## src/rtl/pipe_pkg.sv

```systemverilog
// rtl/pipe_pkg.sv - shared pipeline types and constants for the hazard controller
package pipe_pkg;

   localparam int REG_ADDR_W = 5;

   // Pipeline register load enables are active-low.
   localparam logic LD_EN   = 1'b0;
   localparam logic LD_HOLD = 1'b1;

   typedef enum logic [1:0] {
      RUN      = 2'd0,
      LU_STALL = 2'd1,
      MEM_WAIT = 2'd2
   } hz_state_t;

endpackage

```

## src/rtl/hazard_detect.sv

```systemverilog
// rtl/hazard_detect.sv - combinational load-use hazard comparator
module hazard_detect
   import pipe_pkg::*;
(
   input  logic [REG_ADDR_W-1:0] id_rs1,
   input  logic [REG_ADDR_W-1:0] id_rs2,
   input  logic                  id_rs1_used,
   input  logic                  id_rs2_used,
   input  logic [REG_ADDR_W-1:0] ex_rd,
   input  logic                  ex_mem_read,
   output logic                  lu_hazard
);

   // x0 is hardwired to zero, so a load targeting it never creates a dependency.
   assign lu_hazard = ex_mem_read && (ex_rd != '0) &&
                      ((id_rs1_used && (id_rs1 == ex_rd)) ||
                       (id_rs2_used && (id_rs2 == ex_rd)));

endmodule

```

## src/rtl/pipe_hazard_ctrl.sv

```systemverilog
// rtl/pipe_hazard_ctrl.sv - stall/bubble sequencing, memory-wait watchdog and stall counter
module pipe_hazard_ctrl
   import pipe_pkg::*;
#(
   parameter int TIMEOUT = 255,
   parameter int CNT_W   = 32
) (
   input  logic                  clk,
   input  logic                  clr,
   input  logic [REG_ADDR_W-1:0] id_rs1,
   input  logic [REG_ADDR_W-1:0] id_rs2,
   input  logic                  id_rs1_used,
   input  logic                  id_rs2_used,
   input  logic [REG_ADDR_W-1:0] ex_rd,
   input  logic                  ex_mem_read,
   input  logic                  ex_redirect,
   input  logic                  mem_req,
   input  logic                  mem_ack,
   output logic                  pc_ld,
   output logic                  if_id_ld,
   output logic                  id_ex_ld,
   output logic                  ex_mem_ld,
   output logic                  mem_wb_ld,
   output logic                  if_id_bubble,
   output logic                  id_ex_bubble,
   output logic                  mem_err,
   output logic [CNT_W-1:0]      stall_cnt
);

   localparam int              WD_W   = $clog2(TIMEOUT + 1);
   localparam logic [WD_W-1:0] WD_MAX = WD_W'(TIMEOUT);

   hz_state_t        state_q, state_d;
   logic [WD_W-1:0]  wd_q, wd_d;
   logic             mem_err_q, mem_err_d;
   logic [CNT_W-1:0] stall_q, stall_d;
   logic             lu_hazard;
   logic             mem_wait;

   hazard_detect u_hazard_detect (
      .id_rs1      (id_rs1),
      .id_rs2      (id_rs2),
      .id_rs1_used (id_rs1_used),
      .id_rs2_used (id_rs2_used),
      .ex_rd       (ex_rd),
      .ex_mem_read (ex_mem_read),
      .lu_hazard   (lu_hazard)
   );

   assign mem_wait = mem_req && !mem_ack;

   always_comb begin
      pc_ld        = LD_EN;
      if_id_ld     = LD_EN;
      id_ex_ld     = LD_EN;
      ex_mem_ld    = LD_EN;
      mem_wb_ld    = LD_EN;
      if_id_bubble = 1'b0;
      id_ex_bubble = 1'b0;
      state_d      = RUN;
      if (mem_wait) begin
         pc_ld     = LD_HOLD;
         if_id_ld  = LD_HOLD;
         id_ex_ld  = LD_HOLD;
         ex_mem_ld = LD_HOLD;
         mem_wb_ld = LD_HOLD;
         state_d   = MEM_WAIT;
      end else if (ex_redirect) begin
         if_id_bubble = 1'b1;
         id_ex_bubble = 1'b1;
      end else if (lu_hazard && (state_q != LU_STALL)) begin
         // The load stays in EX->MEM; only the front end holds while ID/EX takes a NOP.
         pc_ld        = LD_HOLD;
         if_id_ld     = LD_HOLD;
         id_ex_bubble = 1'b1;
         state_d      = LU_STALL;
      end
   end

   always_comb begin
      wd_d      = '0;
      mem_err_d = mem_err_q;
      stall_d   = stall_q;
      if (mem_wait) begin
         wd_d = (wd_q == WD_MAX) ? wd_q : wd_q + 1'b1;
         if (wd_d == WD_MAX) begin
            mem_err_d = 1'b1;
         end
      end
      if ((pc_ld == LD_HOLD) && (stall_q != '1)) begin
         stall_d = stall_q + 1'b1;
      end
   end

   always_ff @(posedge clk or posedge clr) begin
      if (clr) begin
         state_q   <= RUN;
         wd_q      <= '0;
         mem_err_q <= 1'b0;
         stall_q   <= '0;
      end else begin
         state_q   <= state_d;
         wd_q      <= wd_d;
         mem_err_q <= mem_err_d;
         stall_q   <= stall_d;
      end
   end

   assign mem_err   = mem_err_q;
   assign stall_cnt = stall_q;

endmodule

```

## config.mk

```make
export PLATFORM = sky130hd
export DESIGN_NAME = pipe_hazard_ctrl
export DESIGN_NICKNAME = d
export VERILOG_FILES = /design/src/rtl/pipe_pkg.sv /design/src/rtl/hazard_detect.sv /design/src/rtl/pipe_hazard_ctrl.sv
export SDC_FILE = /design/constraint.sdc
export NUM_CORES = 1
export LEC_CHECK = 0
export ABC_AREA = 1
export CORE_MARGIN = 2
export CORE_UTILIZATION = 50
export CTS_CLUSTER_SIZE = 16
export DETAILED_ROUTE_END_ITERATION = 8
export HOLD_SLACK_MARGIN = 0.12
export PLACE_DENSITY = 0.78
export SKIP_CTS_REPAIR_TIMING = 1
export SYNTH_ARGS = -nofsm -noshare
export SYNTH_HDL_FRONTEND = slang
export SYNTH_SLANG_ARGS = --single-unit
```

## constraint.sdc

```tcl
create_clock -name clk -period 5.3 [get_ports clk]
set_clock_uncertainty 0.15 [all_clocks]
set_input_delay 0.795 -clock clk [delete_from_list [all_inputs] [get_ports clk]]
set_output_delay 0.795 -clock clk [all_outputs]
set_load 0.01 [all_outputs]
```

==> reports/results.env <==
FINAL.PERIOD_UTILIZATION_PCT=70.2
POST_SYNTH.CELL_AREA_AVG_UM2=6.53
DIE_AREA_UM2=6510
SETUP_VIOLATIONS=0
TIMING.SETUP.TNS_NS=0
SWITCHING_SHARE_PCT=28.9
MAPPEDNETLISTNETS=475
NUMPLACEDINSTANCES=573
POWER.LEAKAGE_nW=1.80
KIND_OF_CAPTURE_POINT_OF_THE_WORST_SETUP_PATH='output pin'
CLOCK_TREE_FROM_TRITONCTS='done'
DETAIL-ROUTE-ANTENNA-NETS=0
FINISH.UTILIZATION_PCT=65.3
FINAL_LAYOUT_SIZE_SUFFIX_GT1_SHARE_PCT=3.93
PERIOD_NEEDED_NS=3.72
GLOBALROUTE.TOTALOVERFLOW=0
GRT_PASS1_WL_UM=11900
ROW_COUNT=27
WORST_SLEW_PIN_SLEW_NS=0.546
SYNTH_LARGEST_TYPE_AREA_FRACTION_PCT=36.6
PLACE_WORST_SETUP_SLACK_NS=1.56
TIMING.CRITICAL_PATH.MODE_CELL='sky130_fd_sc_hd__clkdlybuf4s50_1'
CP.ARRIVAL_NS=2.77
RSZ_0062_RAISED_AFTER_GLOBAL_ROUTING='false'
NUMBER_OF_ANTENNA_DIODES=0
FIN_NETS=533
COMBPWRFRAC_PCT=18.9
R2R_END='stall_cnt[4]$_DFFE_PP0P_'
MIN_DELAY_PATH_DEPTH=2
SYNTHDISTINCTLIBCELLS=28
GP_CONGESTION=0.850
SHARE_OF_POWER_BURNED_IN_REGISTERS_PCT=52.1
PIN_COUNT=63
CRITICAL_PATH_PEAK_FANOUT=9
CLOCK_SINK_COUNT=43
TIMING.CRITICAL_PATH.MAX_DELAY_FAMILY='buffers and inverters'
AREAGROWTHSYNTHTOFINISH_PCT=24.6
DETAILEDROUTE.FIRSTPASSITERATIONCOUNT=4
HOLD_VIOL=0
INITIAL_STANDARD_CELL_UTILIZATION_OF_THE_CORE_PCT=52.4
REMAINING_DRC_ERRORS=0
OUTCOME='completed'
SYNTH-EDFF-COUNT=0
SEQUENTIAL_ELEMENT_SHARE_OF_THE_SYNTHESIZED_AREA_PCT=36.6
AVGROUTEDWIREPERCELL_UM=12.0
ORIGIN_OF_THE_WORST_MIN_DELAY_PATH='mem_err$_DFFE_PP0P_'
CHIPHEIGHT_UM=80.7
CELL_TAKING_THE_MOST_AREA_AFTER_SYNTHESIS='sky130_fd_sc_hd__dfrtp_1'
MAX_CLK_RATE_MHz=269
POST_SYNTH_INST_COUNT=450
REGTOREGSTARTPOINT='stall_cnt[0]$_DFFE_PP0P_'
POST-ROUTE-WORST-SETUP-SLACK_NS=1.58
POWER_PER_CELL_AREA_nW_PER_UM2=192
R2R.WORST_PATH.CELLS=9
DRV_SLEW=0
INTERNAL-POWER_uW=501
NUMCTSBUFFERS=5
REGTOREGSETUPSLACK_NS=2.96
WORST_HOLD_PATH.ENDPOINT='mem_err$_DFFE_PP0P_'
CELL_BY_CELL_LISTING_OF_THE_CRITICAL_PATH='clkdlybuf4s50_1, inv_1, nor2_1, clkinv_1, nand3_1, o21ai_0, clkdlybuf4s50_1'
WORSTHOLDPATHTYPE='flip-flop to flip-flop'
VIAS=2895
SYNTH.AREA.TOP_CELLS='sky130_fd_sc_hd__dfrtp_1 (37%), sky130_fd_sc_hd__nand2_1 (23%), sky130_fd_sc_hd__nand3_1 (7.5%)'
ANTENNA_FOUND_INITIAL=0
DETAIL_ROUTE.VIAS_PER_CELL=4.98
P_TOTAL_uW=704
PIN_COUNT_OF_THE_BIGGEST_NET_ENTERING_GLOBAL_ROUTING=44
POST-DP-HPWL_UM=5190
CP_DATA_REQUIRED_TIME_NS=4.36
DIEWIDTH_UM=80.7
DRT_WL_TOTAL_UM=7000
VIAS_IN_THE_FIRST_GLOBAL_ROUTE=2712
CLOCK_POWER_SHARE_PCT=29.1
HTREE_LEVELS=2
NUM-FILL-CELLS=538
POST_SYN_AREA_UM2=2940
WORST_SKEW_PAIR.LATE_LATENCY_NS=0.30
CTS.CLK_SLEW.WORST_PATHS_NS=0.07
CORE_AREA_UM2=5610
CRIT_PATH_START_KIND='input pin'
IR_DROP_uV=163
SWITCHING_POWER_uW=204
YOSYSWARNINGCOUNT=0
FINISH.CELL_COUNT_WITHOUT_FILLERS=581
SLEW_HEADROOM_PCT=63.6
SETUP.WORST_PATH.CLASS='input pin to output pin'
NUMBER_OF_I_O_PORT_BUFFERS=62
MAX-CAP-VIOLATIONS=0
SYNTHARSTFLOPSHARE_PCT=100
GROUTE.USAGE.OVERALL_PCT=23.3
CRITICAL_PATH_BUF_INV_COUNT=4
TOTAL_OF_FLIP_FLOPS_PLUS_LATCHES_AFTER_SYNTHESIS=43
CLK_PATH_BUF_DEPTH=2
WORST_STAGE_DELAY_ON_THE_CRITICAL_PATH_NS=0.49
INITIALDRTVIOLATIONCOUNT=144
SYNTH_FF_TYPE='sky130_fd_sc_hd__dfrtp_1'
CRITPATHSLOWESTCELL='sky130_fd_sc_hd__clkdlybuf4s50_1'
CTS_ROOT_BUFFER='sky130_fd_sc_hd__clkbuf_8'
-- power by group through the flow --
stage	sequential (mW)	clock (mW)	combinational (mW)
6_report	0.367	0.205	0.133
5_1_grt	0.370	0.227	0.149
4_1_cts	0.366	0.209	0.135
3_5_place_dp	0.372	0	0.134
3_3_place_gp	0.372	0	0.130
2_1_floorplan	0.374	0	0.0661
-- per-layer routing --
metal	routed length [um]	GRT usage [%]	vias to the layer above	share of wire (%)
li1	-	-	1493	-
met4	96	6.44	0	1.4
met2	3510	41.7	46	50
met3	225	4.04	9	3.2
met5	0	0	-	0
met1	3170	28.8	1347	45
-- layout make-up --
type / count / area, um^2 / area share (%)
repair buffers: 64 / 636 / 17.4
clock inverters: 1 / 5.00 / 0.137
well taps: 72 / 90.1 / 2.46
clock buffers: 7 / 76.3 / 2.08
multi-input cells: 339 / 1570 / 42.9
flip-flops and latches: 43 / 1080 / 29.4
inverters: 55 / 206 / 5.64
-- cells by family (layout without fill, tap and decap cells) --
kind of cell | count (synthesis) | in the layout | share of synthesized area (%)
buffers and inverters | 68 | 127 | 9.92
AO/OA/AOI/OAI | 10 | 10 | 1.87
AND/OR/NAND/NOR | 307 | 307 | 44.8
XOR/XNOR | 20 | 20 | 5.96
adder cells (fa/ha/maj) | 2 | 2 | 0.851
flip-flops | 43 | 43 | 36.6
-- cell usage in the layout (no fill, tap or decap) --
master and instances:
sky130_fd_sc_hd__ha_1 2, sky130_fd_sc_hd__nor2_4 2, sky130_fd_sc_hd__xnor2_1 8, sky130_fd_sc_hd__buf_4 2
sky130_fd_sc_hd__o21ai_1 2, sky130_fd_sc_hd__nor2_1 55, sky130_fd_sc_hd__nor2_2 1, sky130_fd_sc_hd__nand2_1 181
sky130_fd_sc_hd__o211ai_1 1, sky130_fd_sc_hd__a21oi_1 4, sky130_fd_sc_hd__inv_2 4, sky130_fd_sc_hd__nand2_2 1
sky130_fd_sc_hd__and3_1 1, sky130_fd_sc_hd__nand3_4 2, sky130_fd_sc_hd__clkinv_1 1, sky130_fd_sc_hd__nand3_1 44
sky130_fd_sc_hd__nor3_2 1, sky130_fd_sc_hd__nand4_1 8, sky130_fd_sc_hd__xor2_1 12, sky130_fd_sc_hd__clkinv_2 1
sky130_fd_sc_hd__clkbuf_8 5, sky130_fd_sc_hd__nor3_1 5, sky130_fd_sc_hd__nand2_4 1, sky130_fd_sc_hd__a21boi_1 1
sky130_fd_sc_hd__clkbuf_1 2, sky130_fd_sc_hd__inv_1 50, sky130_fd_sc_hd__nand3b_1 5, sky130_fd_sc_hd__o21ai_0 2
sky130_fd_sc_hd__dfrtp_1 43, sky130_fd_sc_hd__clkdlybuf4s50_1 62
-- registers in the layout (all words and copies together), names as in the netlist --
signal	cells
state_q	2
stall_cnt	32
wd_q	8
mem_err	1
-- how the worst max path moves through the flow --
stage / from / to / slack (ns) / depth (start not counted)
2_1_floorplan: mem_req / pc_ld / 2.27 / 6
3_3_place_gp: mem_req / id_ex_bubble / 1.65 / 7
3_5_place_dp: mem_req / id_ex_bubble / 1.56 / 7
4_1_cts: mem_req / id_ex_bubble / 1.56 / 7
5_1_grt: mem_req / id_ex_bubble / 1.36 / 7
6_report: mem_req / id_ex_bubble / 1.58 / 7
-- through the flow --
| stage | hold slack, ns | cell area [um^2] |
|---|---|---|
| 2_1_floorplan | 0.350 | 2940 |
| 3_3_place_gp | 0.299 | 3580 |
| 3_5_place_dp | 0.318 | 3580 |
| 4_1_cts | 0.339 | 3660 |
| 5_1_grt | 0.374 | 3660 |
| 6_report | 0.327 | 3660 |
-- worst register-to-register path, cell delays in order, from the launching register on --
cell and delay, ns:
sky130_fd_sc_hd__dfrtp_1 0.46, sky130_fd_sc_hd__ha_1 0.26, sky130_fd_sc_hd__inv_1 0.11, sky130_fd_sc_hd__nor2_4 0.19, sky130_fd_sc_hd__nand3_4 0.12, sky130_fd_sc_hd__nor2_4 0.17, sky130_fd_sc_hd__nand3_4 0.30, sky130_fd_sc_hd__nand2_4 0.36
sky130_fd_sc_hd__nand2_1 0.10, sky130_fd_sc_hd__nand2_1 0.07
-- cell usage after synthesis, drive strengths merged (2+ instances only) --
library cell  number
dfrtp             43
nand4              8
inv               54
o21ai              4
nor2              58
nand3b             5
nor3               6
nand2            183
ha                 2
xnor2              8
a21oi              4
xor2              12
buf               13
nand3             46
(Power assumes the default switching activity.)
